File: src/rtl/if_prefetch.sv
// ---------------------------------------------------------------------------
// if_prefetch
//
// Instruction fetch unit with a DEPTH-entry prefetch queue. It issues
// sequential read requests to a synchronous instruction memory with a
// one-cycle read latency. It stores each returned word together with its PC,
// and presents the queue head to decode over a valid/ready handshake.
// A redirect pulse flushes the queue, squashes any read in flight and
// restarts fetch at the aligned redirect_pc.
//
// Ports
//   clk          in   1        rising-edge clock
//   reset        in   1        asynchronous, active-low; clears all state
//   fetch_en     in   1        permits new fetch requests
//   redirect     in   1        flush and restart at redirect_pc
//   redirect_pc  in   ADDR_W   restart PC (low alignment bits ignored)
//   in_mem_en    out  1        memory read request this cycle
//   in_mem_addr  out  ADDR_W   memory read address (the PC register)
//   in_mem       in   INSTR_W  read data, valid the cycle after in_mem_en
//   instr_valid  out  1        queue head valid
//   instr_ready  in   1        decode accepts the head
//   instr        out  INSTR_W  head instruction (0 when not valid)
//   instr_pc     out  ADDR_W   head instruction address (0 when not valid)
// ---------------------------------------------------------------------------
module if_prefetch #(
    parameter int                ADDR_W   = 32,
    parameter int                INSTR_W  = 32,
    parameter int                DEPTH    = 4,
    parameter logic [ADDR_W-1:0] RESET_PC = '0
) (
    input  logic               clk,
    input  logic               reset,
    input  logic               fetch_en,
    input  logic               redirect,
    input  logic [ADDR_W-1:0]  redirect_pc,
    output logic               in_mem_en,
    output logic [ADDR_W-1:0]  in_mem_addr,
    input  logic [INSTR_W-1:0] in_mem,
    output logic               instr_valid,
    input  logic               instr_ready,
    output logic [INSTR_W-1:0] instr,
    output logic [ADDR_W-1:0]  instr_pc
);

    localparam int STEP  = INSTR_W / 8;
    localparam int ALIGN = $clog2(STEP);
    localparam int PW    = $clog2(DEPTH);
    localparam int CW    = PW + 1;

    localparam logic [ADDR_W-1:0] PC_STEP    = ADDR_W'(STEP);
    localparam logic [ADDR_W-1:0] ALIGN_MASK = ~((ADDR_W'(1) << ALIGN) - ADDR_W'(1));
    localparam logic [CW:0]       DEPTH_OCC  = (CW + 1)'(DEPTH);

    // Architectural state
    logic [ADDR_W-1:0] pc_q, pc_d;
    logic              inflight_q, inflight_d;
    logic [ADDR_W-1:0] inflight_pc_q, inflight_pc_d;
    logic [PW-1:0]     wr_ptr_q, wr_ptr_d;
    logic [PW-1:0]     rd_ptr_q, rd_ptr_d;
    logic [CW-1:0]     count_q, count_d;

    // Queue storage (not reset; qualified by count)
    logic [INSTR_W-1:0] data_mem [DEPTH];
    logic [ADDR_W-1:0]  pc_mem   [DEPTH];

    logic [CW:0] occ_s;
    logic        issue_s;
    logic        push_s;
    logic        pop_s;

    // Occupancy includes the read in flight so its landing slot is reserved;
    // the issue decision never looks at instr_ready, and reset holds it low.
    always_comb begin
        occ_s   = {1'b0, count_q} + {{CW{1'b0}}, inflight_q};
        issue_s = reset & fetch_en & ~redirect & (occ_s < DEPTH_OCC);
        push_s  = inflight_q & ~redirect;
        pop_s   = instr_valid & instr_ready;
    end

    // Next-state computation; redirect overrides every other update
    always_comb begin
        pc_d          = pc_q;
        inflight_d    = 1'b0;
        inflight_pc_d = inflight_pc_q;
        wr_ptr_d      = wr_ptr_q;
        rd_ptr_d      = rd_ptr_q;
        count_d       = count_q;
        if (redirect) begin
            pc_d     = redirect_pc & ALIGN_MASK;
            wr_ptr_d = {PW{1'b0}};
            rd_ptr_d = {PW{1'b0}};
            count_d  = {CW{1'b0}};
        end else begin
            if (issue_s) begin
                inflight_d    = 1'b1;
                inflight_pc_d = pc_q;
                pc_d          = pc_q + PC_STEP;
            end else begin
                inflight_d = 1'b0;
            end
            if (push_s) begin
                wr_ptr_d = wr_ptr_q + PW'(1);
            end else begin
                wr_ptr_d = wr_ptr_q;
            end
            if (pop_s) begin
                rd_ptr_d = rd_ptr_q + PW'(1);
            end else begin
                rd_ptr_d = rd_ptr_q;
            end
            case ({push_s, pop_s})
                2'b10:   count_d = count_q + CW'(1);
                2'b01:   count_d = count_q - CW'(1);
                default: count_d = count_q;
            endcase
        end
    end

    // Control state register with asynchronous clear
    always_ff @(posedge clk or negedge reset) begin
        if (!reset) begin
            pc_q          <= RESET_PC;
            inflight_q    <= 1'b0;
            inflight_pc_q <= {ADDR_W{1'b0}};
            wr_ptr_q      <= {PW{1'b0}};
            rd_ptr_q      <= {PW{1'b0}};
            count_q       <= {CW{1'b0}};
        end else begin
            pc_q          <= pc_d;
            inflight_q    <= inflight_d;
            inflight_pc_q <= inflight_pc_d;
            wr_ptr_q      <= wr_ptr_d;
            rd_ptr_q      <= rd_ptr_d;
            count_q       <= count_d;
        end
    end

    // Queue storage write: returned word paired with the PC it was fetched from
    always_ff @(posedge clk) begin
        if (push_s) begin
            data_mem[wr_ptr_q] <= in_mem;
            pc_mem[wr_ptr_q]   <= inflight_pc_q;
        end
    end

    // Output drive; head fields are forced to zero when the queue is empty
    always_comb begin
        in_mem_en   = issue_s;
        in_mem_addr = pc_q;
        instr_valid = (count_q != {CW{1'b0}});
        if (instr_valid) begin
            instr    = data_mem[rd_ptr_q];
            instr_pc = pc_mem[rd_ptr_q];
        end else begin
            instr    = {INSTR_W{1'b0}};
            instr_pc = {ADDR_W{1'b0}};
        end
    end

endmodule

File: config.mk
export PLATFORM = sky130hd
export DESIGN_NAME = if_prefetch
export DESIGN_NICKNAME = d
export VERILOG_FILES = /design/src/rtl/if_prefetch.sv
export SDC_FILE = /design/constraint.sdc
export NUM_CORES = 1
export LEC_CHECK = 0
export CAP_MARGIN = 20
export CORE_MARGIN = 5
export CORE_UTILIZATION = 50
export CTS_BUF_LIST = sky130_fd_sc_hd__clkbuf_16
export DETAILED_ROUTE_END_ITERATION = 8
export GPL_TIMING_DRIVEN = 0
export PLACE_DENSITY = 0.73
export SKIP_CTS_REPAIR_TIMING = 1
export SYNTH_ARGS = -nofsm -noshare
export SYNTH_HDL_FRONTEND = slang
export SYNTH_SLANG_ARGS = --single-unit
File: constraint.sdc
create_clock -name clk -period 5.8 [get_ports clk]
set_input_delay 0.87 -clock clk [delete_from_list [all_inputs] [get_ports clk]]
set_output_delay 0.87 -clock clk [all_outputs]
set_load 0.03 [all_outputs]
==> impl_metrics.tcl, run 1 <==
set metrics [dict create \
    drtIter0Drc 568 \
    grt_pass1_vias 7782 \
    grt_most_used_layer "met2" \
    fin_crit_sh_pct 78.2 \
    startpoint "reset" \
    n_antenna_cell 0 \
    grt_pass1_wl_um 43400 \
    cp-start-kind "primary input" \
    slowest_stage "clkdlybuf4s50_1" \
    grt.overflow.total 0 \
    synth_cells 801 \
    dieHeight_um 170 \
    core_um2 25200 \
    multi_input_area_um2 3410 \
    seq_area_um2 9150 \
    critPathTopFamily "buffers and inverters" \
    place.gp.congestion 0.891 \
    io_pins 167 \
    critPathMaxStageDelay_ns 0.72 \
    met3_usage_pct 3.69 \
    leakagePower_uw 0.00562 \
    wl_per_cell_um 20.7 \
    tritoncts "built" \
    r2r_slack_ns 3.62 \
    grtUsageMet2_pct 30.7 \
    max_slew_margin_pct 38.0 \
    die_area_um2 28900 \
    worstHoldPathType "in -> async" \
    hold_violations 0 \
    cts.path.max_buffers 3 \
    fill_cells 1779 \
    maxCapViolations 0 \
    critPathKind "in -> out" \
    met1_usage_pct 28.0 \
    first_pass_iters 5 \
    rsz0062_at_grt "false" \
    syn_avg_cell_area_um2 16.0 \
    post-route-util_pct 63.3 \
    htreeDepth 1 \
    cts-buffers-inserted 30 \
    r2r_cells 6 \
    dp_slack_ns 1.24 \
    critPathBufInv 6 \
    drv_slew 0 \
    synth_edf_count 248 \
    tightest_slew_ns 0.931 \
    ys_seq_area_share_pct 71.5 \
    layout-drive-gt1-share_pct 13.3 \
    async_flop_share_pct 21.5 \
    yosysUniqueCellTypes 48 \
    skew_ns 0.0112 \
    fp-row-count 58 \
    outcome "complete, no violations" \
    crit_fanout 69 \
    avgViaCountPerCell 5.55 \
    stdcell_area_um2 15900 \
    path_cells "buf_4, nand4bb_1, a31o_1, buf_6, inv_1, buf_2, buf_2, clkdlybuf4s50_1" \
    synth_flop_cell "edfxtp_1" \
    syn_area_um2 12800 \
    finalWirelength_um 28000 \
    route.detailed.drc 0 \
    arrival_ns 3.66 \
    grt_max_degree 70 \
    end_kind "output port" \
    rr_startpoint "in_mem_addr[13]$_DFFE_PN0P_" \
    final_antenna_net_count 0 \
    ys_warn_count 0 \
    grt_usage_pct 19.2 \
    initial_utilization_pct 50.8 \
    syn_to_final_growth_pct 24.6 \
    dp_hpwl_um 18300 \
    dieWidth_um 170 \
    clk_pin_slew_ns 0.06 \
    fmax_ghz 0.221 \
    hold-worst-slack_ns 0.444 \
    worst_slack_ns 1.27 \
    timing.critical_path.required_ns 4.93 \
    setup_viol 0 \
    min_period_ns 4.53 \
    ir_worst_vdd_mv 0.321 \
    antenna_found_initial 0 \
    vias 7511 \
    port_buffers 160 \
    r2r_end "in_mem_addr[25]$_DFFE_PN0P_" \
    insertion_delay_ns 0.55 \
    p_total_uw 7150 \
    clockRootBuffer "clkbuf_16" \
    dpl_cell_area_um2 14900 \
    cpMostUsedCell "buf_2" \
    ys_seq_elements 316 \
    power_density_nw_per_um2 448 \
    nets 1075 \
    clock-sinks 316 \
]
## stage by stage
step                      std cells  TNS (ns)
final                          1354         0
after global routing           1354         0
after CTS                      1354         0
after detailed placement       1298         0
after global placement         1294    -0.874
after floorplan                 804         0
## registers in the layout, indices dropped and copies added, names as in the netlist
signal and flops:
in_mem_addr 30, inflight_pc_q 30, count_q 3, inflight_q 1, pc_mem 120, data_mem 128
rd_ptr_q 2, wr_ptr_q 2
## cells by family after synthesis
logic type | count (synthesis) | synth area share, %
buffers and inverters | 57 | 2.00
muxes | 65 | 11.1
and+or+nand+nor | 289 | 11.2
other | 1 | 0.0293
DFF | 316 | 71.5
AOI/OAI and AO/OA | 62 | 3.13
adders and majority gates | 6 | 0.645
xor gates and xnor gates | 5 | 0.342
## cells in the mapped netlist, types with 4 or more instances
library cell  count  area (um^2)
o311ai_0          5         43.8
and2_1           68          425
dfrtp_1          68         1700
or3_1             4         25.0
nand3b_1          6         45.0
a21oi_1           5         25.0
buf_4             5         37.5
clkbuf_1         28          105
mux4_2           62         1400
o21ai_0          26          130
nor2b_1           5         31.3
edfxtp_1        248         7450
nor2_1           22         82.6
nand3_1          25          125
nand4_1          11         68.8
buf_2            13         65.1
a31oi_1           6         37.5
inv_1             9         33.8
o211ai_1          6         45.0
nor3_1            8         40.0
ha_1              5         62.6
nand2_1         125          469
## cells in the final DEF, fill, tap and decap left out, types with 8 or more instances in the layout
cell type | netlist | routed
o21ai_0 | 26 | 26
edfxtp_1 | 248 | 248
nor2_1 | 22 | 22
nand3_1 | 25 | 25
inv_1 | 9 | 14
clkdlybuf4s50_1 | 0 | 159
clkbuf_16 | 0 | 31
dfrtp_1 | 68 | 68
nor3_1 | 8 | 8
and2_1 | 68 | 64
mux4_2 | 62 | 62
nand2_1 | 125 | 125
clkbuf_1 | 28 | 28
clkinv_1 | 0 | 10
nand4_1 | 11 | 11
buf_2 | 13 | 13
## worst reg2reg max path: cells and delay by family (launching register included)
family        cells  cell delay (ns)
buf+inv           1             0.32
simple gates      5             1.45
flops             1             0.35
## worst max path at each step
stage,endpoint,slack [ns],cells after the start
floorplan,data_mem[0][0]$_DFFE_PP_,2.62,3
finish,in_mem_en,1.27,8
global placement,in_mem_en,-0.87,8
global route,in_mem_en,1.03,8
detailed placement,in_mem_en,1.24,8
CTS,in_mem_en,1.25,8
## cell type report
cell class              instances  area share, %
flip-flops and latches        316           57.4
repair buffers                164           10.7
inverters                       9          0.212
clock inverters                25           1.47
plain buffers                  48           1.40
well taps                     330           2.59
multi-input cells             431           21.4
clock buffers                  31           4.87
## metal layers
| layer | share of wire (%) | up-vias |
|---|---|---|
| met3 | 7.3 | 33 |
| met5 | 0 | - |
| li1 | - | 3427 |
| met4 | 1.7 | 0 |
| met1 | 44 | 3766 |
| met2 | 47 | 285 |
## power breakdown
group,total [uW],leakage (uW),switching (uW),internal [uW]
combinational,2320,0.00201,1300,1010
clock,1970,0.000507,790,1180
sequential,2860,0.00310,178,2680
(Power assumes the default switching activity.)
==> inputs of run 2 (changes only) <==
- PLACE_DENSITY: 0.73 -> 0.76
- clock period: 5.8 -> 3.7 ns (I/O delays scaled with it)
==> run 2 against run 1 <==
  * The run now ends with hold timing left
  * Cell area fell by 0.28%
  * Global-route usage fell by 0.12 points
  * Critical path depth fell by 3
  * Flip-flop and latch count did not move
  * Clock skew rose by 0.0012 ns
  * Final cell count rose by 0.15%
  * Core utilization fell by 0.18 points
  * First-iteration DRC count rose by 22%
  * Routed wire length fell by 1.1%
  * Register-to-register slack got worse by 2.0 ns
  * Critical endpoint is now instr_pc[25]
==> impl_metrics.tcl, run 2 (same netlist as run 1, synthesis figures left out) <==
set metrics [dict create \
    reg_top3 "data_mem (128), pc_mem (120)" \
    layout-drive-gt1-share_pct 13.9 \
    antenna_found_initial 0 \
    dieWidth_um 170 \
    outcome "finished with violations" \
    critPathTopFamily "buffers and inverters" \
    leakagePower_uw 0.00564 \
    grt_pass1_vias 7845 \
    slowest_stage "clkdlybuf4s50_1" \
    grt_max_degree 70 \
    clock-sinks 316 \
    crit_fanout 10 \
    vias 7534 \
    cp-start-kind "register" \
    fill_cells 1845 \
    clk_pin_slew_ns 0.06 \
    avgViaCountPerCell 5.56 \
    fin_crit_sh_pct 99.1 \
    stdcell_area_um2 15900 \
    insertion_delay_ns 0.55 \
    drv_slew 0 \
    hold-worst-slack_ns -0.0139 \
    wl_per_cell_um 20.4 \
    hold_violations 7 \
    power_density_nw_per_um2 695 \
    grt.overflow.total 0 \
    tritoncts "built" \
    fmax_ghz 0.273 \
    dieHeight_um 170 \
    maxCapViolations 0 \
    place.gp.congestion 0.944 \
    min_period_ns 3.67 \
    route.detailed.drc 0 \
    setup_viol 0 \
    largest_reg_flops 128 \
    die_area_um2 28900 \
    cpMostUsedCell "clkbuf_1" \
    final_antenna_net_count 0 \
    port_buffers 160 \
    grt_pass1_wl_um 43700 \
    finalWirelength_um 27700 \
    dpl_cell_area_um2 14900 \
    n_antenna_cell 0 \
    critPathKind "reg -> out" \
    critPathBufInv 3 \
    cts.path.max_buffers 3 \
    syn_to_final_growth_pct 24.2 \
    worstHoldPathType "in -> async" \
    final_cell_mix "248 x edfxtp_1, 158 x clkdlybuf4s50_1, 125 x nand2_1, 68 x dfrtp_1, 64 x and2_1" \
    nets 1076 \
    violations "hold timing" \
    critPathMaxStageDelay_ns 0.58 \
    core_um2 25200 \
    p_total_uw 11100 \
    arrival_ns 3.11 \
    cts-buffers-inserted 31 \
    skew_ns 0.0124 \
    grt_usage_pct 19.1 \
    end_kind "output port" \
    htreeDepth 1 \
    rsz0062_at_grt "true" \
    path_cells "clkbuf_1, clkbuf_1, mux4_2, and2_1, clkdlybuf4s50_1" \
    ir_worst_vdd_mv 0.352 \
    first_pass_iters 5 \
    r2r_slack_ns 1.59 \
    dp_hpwl_um 18000 \
    fp-row-count 58 \
    tightest_slew_ns 0.660 \
    regMostFlops "data_mem" \
    layout_commonest_cell "edfxtp_1" \
    initial_utilization_pct 50.8 \
    io_pins 167 \
    max_slew_margin_pct 56.0 \
    clockRootBuffer "clkbuf_16" \
    timing.critical_path.required_ns 3.14 \
    drtIter0Drc 694 \
]
==> run 2: metal layers <==
metal / vias up / GRT usage (%) / routed length, um
li1: 3425 / - / -
met5: - / 0 / 0
met3: 42 / 3.81 / 2220
met4: 0 / 4.62 / 507
met1: 3733 / 27.6 / 11900
met2: 334 / 30.6 / 13100
==> run 2: path summary, 6_finish.rpt <==
kind                                         startpoint  cells after the start                     endpoint
min in group clk           inflight_pc_q[8]$_DFFE_PN0P_                      0       pc_mem[0][8]$_DFFE_PP_
setup / recovery                rd_ptr_q[1]$_DFFE_PN0P_                      5                 instr_pc[25]
hold / removal                                    reset                      1   in_mem_addr[7]$_DFFE_PN0P_
max in group asynchronous                         reset                      1  in_mem_addr[29]$_DFFE_PN0P_
hold reg to reg            inflight_pc_q[8]$_DFFE_PN0P_                      0       pc_mem[0][8]$_DFFE_PP_
setup reg to reg                 count_q[1]$_DFFE_PN0P_                      7       count_q[2]$_DFFE_PN0P_
==> run 2: cell type report <==
cell class              count  area [um^2]  share of cell area (%)
plain buffers              48          226                    1.42
clock buffers              31          776                    4.88
clock inverters            27          179                    1.13
inverters                   9         33.8                   0.212
multi-input cells         431         3410                    21.5
flip-flops and latches    316         9150                    57.5
well taps                 330          413                    2.60
repair buffers            164         1710                    10.7
==> run 2: where the power goes <==
group	total [uW]	internal (uW)	switching (uW)
registers	4490	4210	282
logic	3630	1590	2040
clock network	2930	1660	1280
total	11100	7450	3600
==> run 2: stage by stage <==
step / utilization, % / cells / worst slack [ns] / TNS, ns
6_report: 63.1 / 1356 / 0.0327 / 0
5_1_grt: 63.1 / 1356 / -0.106 / -2.96
4_1_cts: 63.1 / 1356 / -0.111 / -1.73
3_5_place_dp: 59.3 / 1298 / -0.100 / -0.100
3_3_place_gp: 58.9 / 1294 / -2.24 / -356.94
2_1_floorplan: - / 804 / 0.831 / 0
==> inputs of run 3 (changes only) <==
- CAP_MARGIN: 20 -> 40
==> run 3 against run 2 <==
  * The run now ends clean
  * Critical path depth increased by 5
  * Worst setup slack improved by 0.10 ns
  * Clock skew grew 0.0046 ns
  * Clock-buffer cell count did not move
  * Clock power shrank 2%
  * Core utilization grew 0.15 points
  * Routed wire length down 0.20%
  * Maximum frequency rose by 2.8%
  * Combinational power up 1%
  * Sequential power about the same
  * Worst hold slack better by 0.53 ns
  * Critical endpoint is now in_mem_en
  * Largest cell class unchanged
  * Largest power group unchanged
==> impl_metrics.tcl, run 3 (same netlist as run 1, synthesis figures left out) <==
set metrics [dict create \
    outcome "complete, no violations" \
    route.detailed.drc 0 \
    power_density_nw_per_um2 692 \
    hold-worst-slack_ns 0.521 \
    layout-drive-gt1-share_pct 14.4 \
    grt.overflow.total 0 \
    largest_reg_flops 128 \
    leakagePower_uw 0.00567 \
    maxCapViolations 0 \
    dp_cells 1300 \
    cts-buffers-inserted 31 \
    cts.path.max_buffers 3 \
    dp_hpwl_um 18100 \
    avgViaCountPerCell 5.58 \
    tightest_slew_ns 0.869 \
    regMostFlops "data_mem" \
    fmax_ghz 0.280 \
    fill_cells 1828 \
    core_um2 25200 \
    critPathKind "in -> out" \
    setup_viol 0 \
    initial_utilization_pct 50.8 \
    n_antenna_cell 0 \
    grt_pass1_wl_um 43700 \
    dieHeight_um 170 \
    hold_violations 0 \
    grt_max_degree 52 \
    drv_slew 0 \
    fin_crit_sh_pct 96.4 \
    die_area_um2 28900 \
    grt_usage_pct 19.2 \
    final_antenna_net_count 0 \
    fp-row-count 58 \
    end_kind "output port" \
    dp_slack_ns 0.0513 \
    layout_commonest_cell "edfxtp_1" \
    ir_worst_vdd_mv 0.377 \
    rsz0062_at_grt "false" \
    post-route-util_pct 63.3 \
    tritoncts "built" \
    worstHoldPathType "reg -> reg" \
    multi_input_area_um2 3410 \
    io_pins 167 \
    crit_fanout 51 \
    antenna_found_initial 0 \
    arrival_ns 3.01 \
    insertion_delay_ns 0.56 \
    grt_pass1_vias 7817 \
    wl_per_cell_um 20.3 \
    first_pass_iters 5 \
    timing.critical_path.required_ns 3.14 \
    reg_top3 "data_mem (128), pc_mem (120)" \
    place.gp.congestion 0.944 \
    port_buffers 160 \
    finalNonFillerCells 1360 \
    p_total_uw 11000 \
    cp-start-kind "primary input" \
    max_slew_margin_pct 41.9 \
    clk_pin_slew_ns 0.06 \
    nets 1080 \
    vias 7595 \
    worst_slack_ns 0.132 \
    htreeDepth 1 \
    clockRootBuffer "clkbuf_16" \
    final_cell_mix "248 x edfxtp_1, 158 x clkdlybuf4s50_1, 125 x nand2_1, 68 x dfrtp_1, 64 x and2_1" \
    dieWidth_um 170 \
    drtIter0Drc 621 \
    clock-sinks 316 \
    finalWirelength_um 27600 \
    skew_ns 0.0170 \
    syn_to_final_growth_pct 24.5 \
    min_period_ns 3.57 \
    seq_area_um2 9150 \
]
==> run 3: changes by cell type in the layout (fill, tap and decap cells not counted) <==
| cell | delta |
|---|---|
| clkbuf_2 | +3 |
| buf_4 | +1 |
| buf_16 | +1 |
| dlygate4sd3_1 | +2 |
| buf_6 | -1 |
| buf_8 | +1 |
| clkinv_2 | +1 |
| bufinv_16 | -1 |
| clkbuf_1 | -3 |
==> run 3: worst paths after layout <==
kind	from	endpoint	slack [ns]	cells past startpoint
hold / removal	inflight_pc_q[8]$_DFFE_PN0P_	pc_mem[1][8]$_DFFE_PP_	0.52	0
max in group asynchronous	reset	rd_ptr_q[1]$_DFFE_PN0P_	1.92	3
min in group asynchronous	reset	in_mem_addr[30]$_DFFE_PN0P_	0.53	3
setup / recovery	reset	in_mem_en	0.13	10
hold reg to reg	inflight_pc_q[8]$_DFFE_PN0P_	pc_mem[1][8]$_DFFE_PP_	0.52	0
setup reg to reg	count_q[0]$_DFFE_PN0P_	count_q[2]$_DFFE_PN0P_	1.55	7
==> run 3: metal layers <==
layer	track usage (%)	routed length (um)	up-vias
li1	-	-	3437
met1	27.5	11600	3774
met2	30.9	13200	333
met3	3.72	2200	51
met4	4.93	614	0
met5	0	0	-
==> run 3: cell type report <==
class | count | share of cell area (%)
multi-input combinational | 431 | 21.4
timing repair buffer | 168 | 11.1
sequential | 316 | 57.4
tap | 330 | 2.59
clock buffer | 31 | 4.87
inverter | 9 | 0.212
clock inverter | 27 | 0.966
buffer | 48 | 1.44
==> run 3: worst max-delay path: stages <==
cell            delay [ns]
dlygate4sd3_1         0.52
buf_4                 0.13
buf_16                0.25
nand4bb_1             0.13
a31o_1                0.21
buf_6                 0.14
inv_1                 0.15
buf_2                 0.26
buf_2                 0.30
dlymetal6s2s_1        0.33
==> run 3: per-stage QoR <==
step	cell area, um^2	TNS (ns)
CTS	15900	-0.818
floorplan	12800	0
global placement	14800	-356.94
finish	15900	0
detailed placement	15000	0
global route	15900	0
==> run 3: power breakdown <==
part | internal, uW | switching (uW) | leakage, uW
clock | 1590 | 1270 | 0.000491
combinational | 1620 | 2060 | 0.00207
sequential | 4210 | 280 | 0.00310
total | 7410 | 3610 | 0.00567
